<file path="src/rtl/lane_position_fsm.sv">
// Lane position controller: steps a marker across NUM_POS lanes from left/right keys,
// with optional wrap, hold-to-repeat, and a 1-deep pending move while a draw is in flight.
module lane_position_fsm #(
  parameter  int NUM_POS       = 4,
  parameter  int START_POS     = 0,
  parameter  int WRAP          = 0,
  parameter  int REPEAT_CYCLES = 0,
  localparam int POS_W         = $clog2(NUM_POS)
) (
  input  logic             Clock,
  input  logic             Reset,
  input  logic             LeftIn,
  input  logic             RightIn,
  input  logic             DoneDrawing,
  output logic [POS_W-1:0] CurrPos,
  output logic [POS_W-1:0] PrevPos,
  output logic             DrawStart,
  output logic             Busy
);

  localparam int CNT_W = (REPEAT_CYCLES > 1) ? $clog2(REPEAT_CYCLES) : 1;
  localparam logic [CNT_W-1:0] CNT_LAST  = CNT_W'((REPEAT_CYCLES > 0) ? REPEAT_CYCLES - 1 : 0);
  localparam logic [POS_W-1:0] LAST_POS  = POS_W'(NUM_POS - 1);
  localparam logic [POS_W-1:0] RESET_POS = POS_W'(START_POS);

  typedef enum logic {IDLE, WAIT_DRAW} state_t;

  state_t           state_q, state_d;
  logic [POS_W-1:0] curr_q, curr_d;
  logic [POS_W-1:0] prev_q, prev_d;
  logic             draw_q, draw_d;
  logic             pend_valid_q, pend_valid_d;
  logic             pend_right_q, pend_right_d;
  logic [CNT_W-1:0] rep_cnt_q, rep_cnt_d;
  logic             left_q, right_q;

  logic             lrise, rrise, both_rise, edge_req, held_one, tick;
  logic             req_valid, req_right;
  logic             exec_valid, exec_right;
  logic             target_ok, accept;
  logic [POS_W-1:0] target;

  always_comb begin
    lrise     = LeftIn & ~left_q;
    rrise     = RightIn & ~right_q;
    both_rise = lrise & rrise;
    edge_req  = lrise ^ rrise;
    held_one  = LeftIn ^ RightIn;
    tick      = (REPEAT_CYCLES > 0) && held_one && (rep_cnt_q == CNT_LAST);
    req_valid = edge_req | tick;
    req_right = edge_req ? rrise : RightIn;

    // A fresh request (including a simultaneous double rise) overrides anything pending.
    exec_valid = req_valid | (~both_rise & pend_valid_q);
    exec_right = req_valid ? req_right : pend_right_q;

    target    = curr_q;
    target_ok = 1'b1;
    if (exec_right) begin
      if (curr_q == LAST_POS) begin
        target    = '0;
        target_ok = (WRAP != 0);
      end else begin
        target = curr_q + POS_W'(1);
      end
    end else begin
      if (curr_q == '0) begin
        target    = LAST_POS;
        target_ok = (WRAP != 0);
      end else begin
        target = curr_q - POS_W'(1);
      end
    end
  end

  always_comb begin
    state_d      = state_q;
    curr_d       = curr_q;
    prev_d       = prev_q;
    draw_d       = 1'b0;
    pend_valid_d = pend_valid_q;
    pend_right_d = pend_right_q;
    accept       = 1'b0;

    case (state_q)
      IDLE: begin
        pend_valid_d = 1'b0;
        if (exec_valid && target_ok) begin
          accept  = 1'b1;
          prev_d  = curr_q;
          curr_d  = target;
          draw_d  = 1'b1;
          state_d = WAIT_DRAW;
        end
      end
      WAIT_DRAW: begin
        if (both_rise) begin
          pend_valid_d = 1'b0;
        end else if (req_valid) begin
          pend_valid_d = 1'b1;
          pend_right_d = req_right;
        end
        if (DoneDrawing) begin
          state_d = IDLE;
        end
      end
      default: state_d = IDLE;
    endcase

    // Restarting the count on a tick keeps the period fixed even if the tick is refused.
    if (!held_one || accept || tick) begin
      rep_cnt_d = '0;
    end else begin
      rep_cnt_d = rep_cnt_q + CNT_W'(1);
    end
  end

  always_ff @(posedge Clock) begin
    if (!Reset) begin
      state_q      <= IDLE;
      curr_q       <= RESET_POS;
      prev_q       <= RESET_POS;
      draw_q       <= 1'b0;
      pend_valid_q <= 1'b0;
      pend_right_q <= 1'b0;
      rep_cnt_q    <= '0;
      left_q       <= 1'b1;
      right_q      <= 1'b1;
    end else begin
      state_q      <= state_d;
      curr_q       <= curr_d;
      prev_q       <= prev_d;
      draw_q       <= draw_d;
      pend_valid_q <= pend_valid_d;
      pend_right_q <= pend_right_d;
      rep_cnt_q    <= rep_cnt_d;
      left_q       <= LeftIn;
      right_q      <= RightIn;
    end
  end

  assign CurrPos   = curr_q;
  assign PrevPos   = prev_q;
  assign DrawStart = draw_q;
  assign Busy      = (state_q == WAIT_DRAW);

endmodule

</file>
<file path="config.mk">
export PLATFORM = sky130hd
export DESIGN_NAME = lane_position_fsm
export DESIGN_NICKNAME = d
export VERILOG_FILES = /design/src/rtl/lane_position_fsm.sv
export SDC_FILE = /design/constraint.sdc
export NUM_CORES = 1
export LEC_CHECK = 0
export BUFFER_PORTS_ARGS = -buffer_cell sky130_fd_sc_hd__buf_2
export CAP_MARGIN = 15
export CORE_AREA = 2 2 39 41
export DETAILED_ROUTE_END_ITERATION = 10
export DIE_AREA = 0 0 41 43
export PLACE_DENSITY = 0.58
export SYNTH_ARGS = -nofsm -noshare
export SYNTH_HDL_FRONTEND = slang
export SYNTH_SLANG_ARGS = --single-unit
export TNS_END_PERCENT = 1
</file>
<file path="constraint.sdc">
create_clock -name Clock -period 1.6 [get_ports Clock]
set_input_delay 0.16 -clock Clock [delete_from_list [all_inputs] [get_ports Clock]]
set_output_delay 0.16 -clock Clock [all_outputs]
set_load 0.02 [all_outputs]
</file>
==> impl_metrics.csv <==
group,metric,value,unit
run_status,status,"finished, final reports clean",
route,avgViaCountPerCell,4.74,
logic_synthesis,syn_area,468,sq um
worst_hold_path,hold_path_class,"in -> reg",
clocking,cts_max_path_buffers,2,
logic_synthesis,synth_cell_types,21,
logic_synthesis,synthMuxAreaShare,0.107,
final_layout,fin_nets,73,
worst_setup_path,reg2regPathDepth,6,
logic_synthesis,yosysWarningCount,0,
route,post-route-drc-count,0,
timing,clock_skew,0.00464,ns
route,drt-initial-drc-count,3,
floorplan,die_h,43,microns
clocking,cts_tree,"yes",
logic_synthesis,synth_top_area_cell,"dfxtp_1",
logic_synthesis,synth_fa_ha_area_frac,0.0802,
route,first_pass_iters,3,
worst_setup_path,crit_required,1.75,ns
placed_design,port_buffers,10,
power_and_ir_drop,ir_worst_vdd,0.296,mV
timing,grt_setup_unrepaired,"false",
logic_synthesis,post_synth.cell_area_avg,9.36,sq um
route,vias,379,
route,antenna_left,0,
route,finalWirelength,783,microns
floorplan,core_area,0.00138,sq mm
final_layout,multi_input_area,259,sq um
logic_synthesis,ys_seq_area_frac,0.428,
logic_synthesis,postSynthCellCount,50,
logic_synthesis,yosys.area_share.xor_xnor,0,
final_layout,utilization,0.436,
logic_synthesis,synth_ff_type,"dfxtp_1",
logic_synthesis,synth-edff-count,0,
worst_setup_path,arrival,1.69,ns
final_layout,area_growth,28.9,%
floorplan,die-area,0.00176,sq mm
power_and_ir_drop,power.total,0.000524,W
clocking,clkTransAtPathRegs,0.07,ns
clocking,cts_root_buffer,"clkbuf_4",
final_layout,n_antenna_cell,0,
logic_synthesis,synth_seq_cells,10,
worst_setup_path,start_kind,"flop",
timing,tightest_slew,0.180,ns
logic_synthesis,synth_most_common_cell,"dfxtp_1",
route,post_drt_wl_per_cell,9.79,microns
worst_setup_path,rrSetupSlack,0.07,ns
power_and_ir_drop,leakagePower,0.300,nW
logic_synthesis,synth_top_area_share,0.428,
placed_design,dpl.hpwl,599,microns
clocking,clk-insertion-delay-late,0.26,ns
worst_hold_path,hold_depth,2,
logic_synthesis,synth_common_cells,"10 x dfxtp_1, 6 x nand2_1, 5 x mux2i_1",
placed_design,gp_congestion,0.674,
timing,period_share,0.959,
global_routing,grt_max_degree,11,
timing,setup_viol,0,
floorplan,initial_utilization,0.338,
global_routing,grt_pass1_wl,1410,microns
floorplan,die_x,41,microns
logic_synthesis,syn-num-nets,58,
global_routing,grt_overflow_total,0,
timing,layout_min_cycle_time,1.53,ns
worst_setup_path,worst_setup_path_end_kind,"flop",
clocking,cts-resized-gates,1,
global_routing,grt.total_usage,0.121,
final_layout,seq_area,200,sq um
final_layout,num-fill-cells,142,
logic_synthesis,synth.top_cells.by_area,"dfxtp_1 43%, mux2i_1 11%, ha_1 8.0%",
global_routing,grt_pass1_vias,358,
floorplan,ios,11,
clocking,cts_setup_buffers,0,
clocking,htree_levels,1,
floorplan,rows,14,
power_and_ir_drop,pwr_density_cell,870,mW/mm^2
logic_synthesis,synth_compound_gate_area_share,0.142,
timing,fin_worst_hold_slack,0.0962,ns
logic_synthesis,synth_top_family_by_area,"simple AND/OR/NAND/NOR gates",
clocking,holdBufCountCts,0,
timing,fmax,652,MHz
clocking,cts.sinks,10,
timing,hold_viol,0,
logic_synthesis,yosys.area_share.simple,0.168,
timing,slew_violations,0,
clocking,cts_inserted_buffers,3,
run,max_cap_viol_count,0,
global_routing,antenna_found_initial,0,
worst_setup_path,cp_max_fo,7,
worst_setup_path,criticalPathCategory,"reg -> reg",
timing,max-slew-margin-rel,0.880,
logic_synthesis,async_flop_share,0,
final_layout,final_layout_size_suffix_gt1_frac,0.344,
==> cells by family after synthesis <==
family	count (synthesis)
buffers and inverters	7
multiplexers	5
AND/OR/NAND/NOR	16
flip-flops	10
adder cells (fa/ha/maj)	3
AO/OA/AOI/OAI	9
==> flip-flops by register name, summed over array words and instances (netlist names) <==
register and cells:
DrawStart 1, right_q 1, PrevPos 2, pend_right_q 1, Busy 1, CurrPos 2, pend_valid_q 1, left_q 1
==> cell usage in the layout (no fill, tap or decap) <==
| cell type | instances |
|---|---|
| a211o_2 | 1 |
| ha_1 | 2 |
| clkbuf_8 | 1 |
| nor2b_2 | 2 |
| nand3_1 | 1 |
| buf_2 | 10 |
| nand2b_1 | 3 |
| mux2i_1 | 5 |
| a31o_1 | 1 |
| a31oi_1 | 1 |
| dfxtp_1 | 10 |
| o2111a_1 | 1 |
| ha_4 | 1 |
| nor2b_4 | 1 |
| nor2_1 | 2 |
| a22o_1 | 1 |
| buf_4 | 3 |
| o21ai_0 | 1 |
| clkbuf_4 | 3 |
| and2_1 | 1 |
| a21oi_1 | 2 |
| a211oi_1 | 1 |
| nand2_1 | 6 |
| inv_1 | 4 |
==> per-stage QoR <==
| step | setup WS (ns) | setup TNS (ns) | cell area, sq um | instances |
|---|---|---|---|---|
| floorplan | 0.0142 | 0 | 485 | 50 |
| global placement | -0.0372 | -0.129 | 556 | 76 |
| detailed placement | -0.0538 | -0.191 | 556 | 76 |
| CTS | 0.0103 | 0 | 594 | 80 |
| global route | 0.00511 | 0 | 603 | 80 |
| finish | 0.0657 | 0 | 603 | 80 |
==> power breakdown <==
group,leakage (nW),internal [W],switching (W)
Clock,0.0210,0.000138,0.0000882
Sequential,0.0812,0.000253,0.00000283
Combinational,0.198,0.0000212,0.0000212
==> worst max-delay path, stage by stage (launching register included) <==
cell and delay [ns]:
dfxtp_1 0.32, nor2b_4 0.14, ha_4 0.24, nor2b_2 0.13, a21oi_1 0.05, a211o_2 0.40, mux2i_1 0.15
==> layer usage <==
metal  share of wire  up-vias  GRT usage
met5               0        -          0
met4           0.027        0      0.100
met3           0.033        4     0.0314
met2            0.44        8      0.163
met1            0.50      169      0.155
li1                -      198          -
==> path summary, 6_finish.rpt <==
kind	start	end
worst max-delay path	right_q$_SDFF_PN1_	PrevPos[1]$_SDFFE_PN0P_
worst min-delay path	LeftIn	left_q$_SDFF_PN1_
worst max register to register	right_q$_SDFF_PN1_	PrevPos[1]$_SDFFE_PN0P_
worst min register to register	PrevPos[0]$_SDFFE_PN0P_	PrevPos[0]$_SDFFE_PN0P_
==> layout make-up <==
type,count,area share
inverters,4,0.0249
multi-input cells,33,0.429
well taps,16,0.0332
flip-flops and latches,10,0.332
clock buffers,4,0.0602
repair buffers,13,0.120
Power figures use the tool's default switching activity.
